**src/rtl/slim_behavior_ctrl_pkg.sv**
```systemverilog
// Shared definitions for the slime enemy controller and its sprite renderer.
// Latency: n/a (types, constants and one pure helper function).
// Backpressure: n/a.
package slim_behavior_ctrl_pkg;

    // Controller state encoding. The renderer decodes the same values.
    typedef enum logic [1:0] {
        ST_WALK   = 2'd0,
        ST_FROZEN = 2'd1,
        ST_DEAD   = 2'd2
    } slim_state_t;

    // Sprite geometry, in pixels.
    localparam int unsigned SPRITE_W = 34;
    localparam int unsigned SCREEN_W = 640;

    // Default behaviour parameters.
    localparam int unsigned X_INIT_DEF       = 240;
    localparam int unsigned Y_INIT_DEF       = 192;
    localparam int unsigned PATROL_STEPS_DEF = 64;
    localparam int unsigned FREEZE_TICKS_DEF = 127;
    localparam int unsigned WALK_PERIOD_DEF  = 9;
    localparam int unsigned X_MIN_DEF        = 0;
    localparam int unsigned X_MAX_DEF        = SCREEN_W - SPRITE_W;

    // Frame-select thresholds. A counter below TH_MID selects frame 0,
    // from TH_MID up to TH_HI-1 frame 1, and TH_HI or above frame 2.
    localparam int unsigned WALK_TH_MID = 2;
    localparam int unsigned WALK_TH_HI  = 6;
    localparam int unsigned FZ_TH_MID   = 2;
    localparam int unsigned FZ_TH_HI    = 8;

    // A second hit only shatters once the freeze has aged this many ticks;
    // earlier hits are the same collision still overlapping the sprite.
    localparam int unsigned FZ_HIT_MIN = 2;

    // Freeze counter width; FREEZE_TICKS must stay below 2**FZ_W.
    localparam int unsigned FZ_W = 7;

    // Three-way bucketing of a counter into a frame index.
    function automatic logic [1:0] frame_bucket(input int unsigned v,
                                                input int unsigned th_mid,
                                                input int unsigned th_hi);
        logic [1:0] sel;
        sel = 2'd0;
        if (v >= th_hi) begin
            sel = 2'd2;
        end else if (v >= th_mid) begin
            sel = 2'd1;
        end
        return sel;
    endfunction

endpackage

```
**src/rtl/slim_behavior_ctrl_frame_map.sv**
```systemverilog
// Maps walk/freeze counters onto sprite ROM frame indices.
// Latency: purely combinational; the parent registers the results.
// Backpressure: none.
//
// Ports:
//   anim_cnt  in   AW    walk animation counter
//   fz_cnt    in   FZ_W  freeze counter
//   anim_sel  out  2     walk frame 0/1/2
//   fz_stage  out  2     freeze frame 0/1/2
module slim_behavior_ctrl_frame_map
    import slim_behavior_ctrl_pkg::*;
#(
    parameter int AW = 4
) (
    input  logic [AW-1:0]   anim_cnt,
    input  logic [FZ_W-1:0] fz_cnt,
    output logic [1:0]      anim_sel,
    output logic [1:0]      fz_stage
);

    assign anim_sel = frame_bucket(32'(anim_cnt), WALK_TH_MID, WALK_TH_HI);
    assign fz_stage = frame_bucket(32'(fz_cnt), FZ_TH_MID, FZ_TH_HI);

endmodule

```
**src/rtl/slim_behavior_ctrl.sv**
```systemverilog
// Sequences one slime enemy: patrol, freeze on ice hit, thaw, shatter, respawn.
// Latency: every output is registered; a tick/hit/respawn pulse shows 1 cycle later.
// Backpressure: none; single-cycle pulses are consumed on the cycle they arrive.
//
// Ports:
//   clk, rst   clock and synchronous active-high reset
//   tick       1-cycle game-step pulse
//   hit        1-cycle ice-projectile hit pulse
//   respawn    1-cycle respawn request, acted on only while dead
//   x_slim     sprite left x (10b);  y_slim sprite top y (9b, constant)
//   dir        0=left 1=right (renderer mirrors when 1)
//   anim_sel   walk frame 0/1/2;  fz_stage freeze frame 0/1/2
//   frozen     high while frozen;  alive low once shattered
module slim_behavior_ctrl
    import slim_behavior_ctrl_pkg::*;
#(
    parameter int X_INIT       = X_INIT_DEF,
    parameter int Y_INIT       = Y_INIT_DEF,
    parameter int PATROL_STEPS = PATROL_STEPS_DEF,
    parameter int FREEZE_TICKS = FREEZE_TICKS_DEF,
    parameter int WALK_PERIOD  = WALK_PERIOD_DEF,
    parameter int X_MIN        = X_MIN_DEF,
    parameter int X_MAX        = X_MAX_DEF
) (
    input  logic       clk,
    input  logic       rst,
    input  logic       tick,
    input  logic       hit,
    input  logic       respawn,
    output logic [9:0] x_slim,
    output logic [8:0] y_slim,
    output logic       dir,
    output logic [1:0] anim_sel,
    output logic [1:0] fz_stage,
    output logic       frozen,
    output logic       alive
);

    localparam int SW = (PATROL_STEPS > 1) ? $clog2(PATROL_STEPS) : 1;
    localparam int AW = (WALK_PERIOD  > 1) ? $clog2(WALK_PERIOD)  : 1;

    localparam logic [9:0]      X_INIT_V  = 10'(X_INIT);
    localparam logic [9:0]      X_MIN_V   = 10'(X_MIN);
    localparam logic [9:0]      X_MAX_V   = 10'(X_MAX);
    localparam logic [8:0]      Y_INIT_V  = 9'(Y_INIT);
    localparam logic [SW-1:0]   STEP_LAST = SW'(PATROL_STEPS - 1);
    localparam logic [AW-1:0]   ANIM_LAST = AW'(WALK_PERIOD - 1);
    localparam logic [FZ_W-1:0] FZ_LAST   = FZ_W'(FREEZE_TICKS - 1);
    localparam logic [FZ_W-1:0] FZ_HIT    = FZ_W'(FZ_HIT_MIN);

    slim_state_t       state_q, state_nxt;
    logic [9:0]        x_q, x_nxt;
    logic              dir_q, dir_nxt;
    logic [SW-1:0]     step_q, step_nxt;
    logic [AW-1:0]     anim_q, anim_nxt;
    logic [FZ_W-1:0]   fz_q, fz_nxt;
    logic              frozen_q, frozen_nxt;
    logic              alive_q, alive_nxt;
    logic [1:0]        anim_sel_q, fz_stage_q;
    logic [1:0]        anim_sel_nxt, fz_stage_nxt;
    logic              at_bound;

    // Sprite already touching the edge it is walking toward.
    assign at_bound = (!dir_q && (x_q == X_MIN_V)) || (dir_q && (x_q == X_MAX_V));

    always_comb begin
        state_nxt  = state_q;
        x_nxt      = x_q;
        dir_nxt    = dir_q;
        step_nxt   = step_q;
        anim_nxt   = anim_q;
        fz_nxt     = fz_q;
        frozen_nxt = frozen_q;
        alive_nxt  = alive_q;

        case (state_q)
            ST_WALK: begin
                // A hit pre-empts the step: patrol context is kept untouched
                // so the walk resumes exactly where it stopped after thawing.
                if (hit) begin
                    state_nxt  = ST_FROZEN;
                    fz_nxt     = '0;
                    frozen_nxt = 1'b1;
                end else if (tick) begin
                    anim_nxt = (anim_q == ANIM_LAST) ? '0 : anim_q + 1'b1;
                    // Turning costs a whole tick without moving.
                    if ((step_q == STEP_LAST) || at_bound) begin
                        dir_nxt  = ~dir_q;
                        step_nxt = '0;
                    end else begin
                        x_nxt    = dir_q ? (x_q + 10'd1) : (x_q - 10'd1);
                        step_nxt = step_q + 1'b1;
                    end
                end
            end
            ST_FROZEN: begin
                // Shatter is checked before the thaw tick so it wins a tie.
                if (hit && (fz_q >= FZ_HIT)) begin
                    state_nxt  = ST_DEAD;
                    alive_nxt  = 1'b0;
                    frozen_nxt = 1'b0;
                end else if (tick) begin
                    if (fz_q == FZ_LAST) begin
                        state_nxt  = ST_WALK;
                        frozen_nxt = 1'b0;
                        fz_nxt     = '0;
                    end else begin
                        fz_nxt = fz_q + 1'b1;
                    end
                end
            end
            ST_DEAD: begin
                if (respawn) begin
                    state_nxt  = ST_WALK;
                    x_nxt      = X_INIT_V;
                    dir_nxt    = 1'b0;
                    step_nxt   = '0;
                    anim_nxt   = '0;
                    fz_nxt     = '0;
                    frozen_nxt = 1'b0;
                    alive_nxt  = 1'b1;
                end
            end
            default: begin
                state_nxt = ST_WALK;
            end
        endcase
    end

    // Frame selects are derived from the next counter values so they land
    // in the same cycle as the counters that drive them.
    slim_behavior_ctrl_frame_map #(
        .AW (AW)
    ) u_frame_map (
        .anim_cnt (anim_nxt),
        .fz_cnt   (fz_nxt),
        .anim_sel (anim_sel_nxt),
        .fz_stage (fz_stage_nxt)
    );

    always_ff @(posedge clk) begin
        if (rst) begin
            state_q    <= ST_WALK;
            x_q        <= X_INIT_V;
            dir_q      <= 1'b0;
            step_q     <= '0;
            anim_q     <= '0;
            fz_q       <= '0;
            frozen_q   <= 1'b0;
            alive_q    <= 1'b1;
            anim_sel_q <= 2'd0;
            fz_stage_q <= 2'd0;
        end else begin
            state_q    <= state_nxt;
            x_q        <= x_nxt;
            dir_q      <= dir_nxt;
            step_q     <= step_nxt;
            anim_q     <= anim_nxt;
            fz_q       <= fz_nxt;
            frozen_q   <= frozen_nxt;
            alive_q    <= alive_nxt;
            anim_sel_q <= anim_sel_nxt;
            fz_stage_q <= fz_stage_nxt;
        end
    end

    assign x_slim   = x_q;
    assign y_slim   = Y_INIT_V;
    assign dir      = dir_q;
    assign anim_sel = anim_sel_q;
    assign fz_stage = fz_stage_q;
    assign frozen   = frozen_q;
    assign alive    = alive_q;

endmodule

```
**config.mk**
```make
export PLATFORM = sky130hd
export DESIGN_NAME = slim_behavior_ctrl
export DESIGN_NICKNAME = d
export VERILOG_FILES = /design/src/rtl/slim_behavior_ctrl_pkg.sv /design/src/rtl/slim_behavior_ctrl_frame_map.sv /design/src/rtl/slim_behavior_ctrl.sv
export SDC_FILE = /design/constraint.sdc
export NUM_CORES = 1
export LEC_CHECK = 0
export BUFFER_PORTS_ARGS = -buffer_cell sky130_fd_sc_hd__buf_2
export CAP_MARGIN = 30
export CORE_ASPECT_RATIO = 1.25
export CORE_MARGIN = 3
export CORE_UTILIZATION = 33
export DETAILED_ROUTE_END_ITERATION = 12
export GPL_TIMING_DRIVEN = 1
export HOLD_SLACK_MARGIN = 0.05
export PLACE_DENSITY = 0.54
export REMOVE_ABC_BUFFERS = 1
export SYNTH_ARGS = -nofsm -noshare
export SYNTH_HDL_FRONTEND = slang
export SYNTH_HIERARCHICAL = 1
export SYNTH_SLANG_ARGS = --single-unit
```
**constraint.sdc**
```tcl
create_clock -name clk -period 3.77 [get_ports clk]
set_input_delay 0.754 -clock clk [delete_from_list [all_inputs] [get_ports clk]]
set_output_delay 0.754 -clock clk [all_outputs]
set_load 0.05 [all_outputs]
```
==> flow_metrics.env <==
export IMPL_outcome="finished clean"
export IMPL_drive_above_1_share_pct=13.5
export IMPL_drt_first_pass_iters=4
export IMPL_area_delta_synth_final_pct=9.14
export IMPL_cts_htree_levels=2
export IMPL_powerDensity_mw_per_mm2=558
export IMPL_power_leakage_nw=1.05
export IMPL_clk_latency_ns=0.28
export IMPL_cts_reportedPaths_clkPinSlew_ns=0.07
export IMPL_cts_sinks=36
export IMPL_maxUsedRoutingLayer="met4"
export IMPL_cts_tree="done"
export IMPL_grt_pass1_wl_um=9330
export IMPL_ctsHoldBuffers=0
export IMPL_final_nets=335
export IMPL_whs_ns=0.483
export IMPL_dieHeight_um=102
export IMPL_max_slew_margin_pct=45.8
export IMPL_vias=2118
export IMPL_first_iter_violations=95
export IMPL_rsz0062_at_grt="false"
export IMPL_place_congestion=0.828
export IMPL_yosysWarnings=6
export IMPL_grt_max_degree=33
export IMPL_cts_resized_gates=0
export IMPL_syn_area_per_cell_sq_um=8.29
export IMPL_cts_made_buffers=5
export IMPL_cp_start_kind="register"
export IMPL_root_buffer="clkbuf_8"
export IMPL_worstSetupEndpointType="register"
export IMPL_crit_path_max_fanout=6
export IMPL_power_total_mw=1.48
export IMPL_maxSlewViolCount=0
export IMPL_setup_viol=0
export IMPL_arrival_ns=3.19
export IMPL_core_area_sq_mm=0.00706
export IMPL_synth_most_common_cell="dfxtp_1"
export IMPL_synth_area_leader_cell="dfxtp_1"
export IMPL_wl_met1_um=2480
export IMPL_initial_utilization_pct=34.5
export IMPL_hold_viol_final=0
export IMPL_synthArstFlopShare_pct=0
export IMPL_antenna_found_initial=0
export IMPL_std_cell_rows=34
export IMPL_post_route_util_pct=37.7
export IMPL_crit_required_ns=3.99
export IMPL_synth_edff_count=0
export IMPL_io_pins=31
export IMPL_route_antenna_remaining_nets=0
export IMPL_fmax_ghz=0.336
export IMPL_synth_seq_cells=36
export IMPL_synth_cell_types=56
export IMPL_ys_flop_type="dfxtp_1"
export IMPL_overflow=0
export IMPL_wl_per_cell_um=14.0
export IMPL_antenna_cells=0
export IMPL_wirelength_um=5650
export IMPL_synth_top_area_share_pct=29.6
export IMPL_portBuffers=21
export IMPL_vdd_drop_max_mv=0.283
export IMPL_cts_path_max_buffers=2
export IMPL_die_w_um=82.9
export IMPL_yosysSeqAreaShare_pct=29.6
export IMPL_worst_setup_path_type="reg -> reg"
export IMPL_max_cap_violations=0
export IMPL_hp_class="reg -> reg"
export IMPL_route_met3_wl_um=131
export IMPL_routed_via_density=5.27
export IMPL_die_area_sq_mm=0.00846
export IMPL_dp_hpwl_um=4220
export IMPL_track_usage_pct=13.3
export IMPL_final_setup_tns_ns=0
export IMPL_wl_met2_um=2940
export IMPL_synthCells=294
export IMPL_worst_pin_slew_ns=0.811
export IMPL_finalCritPeriodShare_pct=78.9
export IMPL_fin_crit_ns=2.97
export IMPL_cts_setup_buffers=0
export IMPL_synthTopCellsByArea="dfxtp_1 30%, ha_1 8.7%, nor2b_1 4.9%, a21oi_1 4.5%, nor2_1 3.5%"
export IMPL_drc=0
export IMPL_yosys_top_cells_count="36 x dfxtp_1, 23 x nor2_1, 22 x a21oi_1, 22 x nand2_1, 19 x nor2b_1"
export IMPL_syn_area_sq_mm=0.00244
export IMPL_grt_pass1_vias=2013
export IMPL_fin_skew_ns=0.00590
worst max-delay path: stages (launching register included):
cell,delay [ns]
dfxtp_1,0.39
inv_1,0.09
ha_1,0.22
or4_4,0.45
o41a_4,0.41
o21ai_0,0.21
o21ba_2,0.19
o21ai_1,0.16
nand2_1,0.08
or4_4,0.49
nor2_2,0.10
nor2b_1,0.12
routing by layer:
layer	vias to the layer above	GRT usage (%)
met5	-	0
met4	0	4.91
met3	8	2.18
met2	30	25.4
met1	994	14.9
li1	1086	-
registers in the layout, summed over array words and instances (netlist names):
name	count
x_slim	10
fz_q	7
step_q	6
anim_q	4
anim_sel	2
fz_stage	2
state_q	2
alive	1
dir	1
frozen	1
final cells by class:
cell class,count,area (sq um)
fill,755,4400
multi-input combinational,239,1610
sequential,36,721
tap,90,113
timing repair buffer,21,105
clock buffer,5,68.8
inverter,9,33.8
clock inverter,2,12.5
per-stage QoR:
stage / area [sq um] / cells / worst slack (ns)
2_1_floorplan: 2360 / 284 / 0.894
3_3_place_gp: 2580 / 395 / 0.816
3_5_place_dp: 2580 / 395 / 0.734
4_1_cts: 2660 / 402 / 0.810
5_1_grt: 2660 / 402 / 0.632
6_report: 2660 / 402 / 0.796
placed cells by master, fill, tap and decap left out, drive strengths merged, types with 3 or more instances in the layout:
master	Yosys	routed
nor3	8	8
a211oi	5	5
xnor2	7	7
buf	11	21
nand4	7	7
a31oi	5	5
xor2	5	5
nor2	25	25
nor2b	19	19
dfxtp	36	36
a21oi	23	23
o31ai	5	5
nand2b	6	6
o21bai	5	5
inv	9	9
clkbuf	6	5
nand3	6	6
ha	17	17
conb	2	9
or3	5	5
or4	5	5
nand2	22	22
o21ai	15	15
o41ai	3	3
a21o	8	8
power breakdown:
part           internal, mW  switching, mW
sequential            0.432         0.0721
clock                 0.125          0.141
combinational         0.254          0.459
cells by family after synthesis:
kind of cell,after synthesis,synth area share [%]
flops,36,29.6
compound gates,85,25.0
simple gates,113,24.9
buf+inv,26,5.60
xor+xnor,12,4.31
fa+ha+maj,18,9.55
mux,2,0.822
other cells,2,0.308
final timing paths:
check,from,end,slack (ns),cells past startpoint
max reg2reg,fz_q[0],fz_stage[0],0.80,11
min,step_q[1],step_q[1],0.48,2
max,fz_q[0],fz_stage[0],0.80,11
min reg2reg,step_q[1],step_q[1],0.48,2
(Power assumes the default switching activity.)
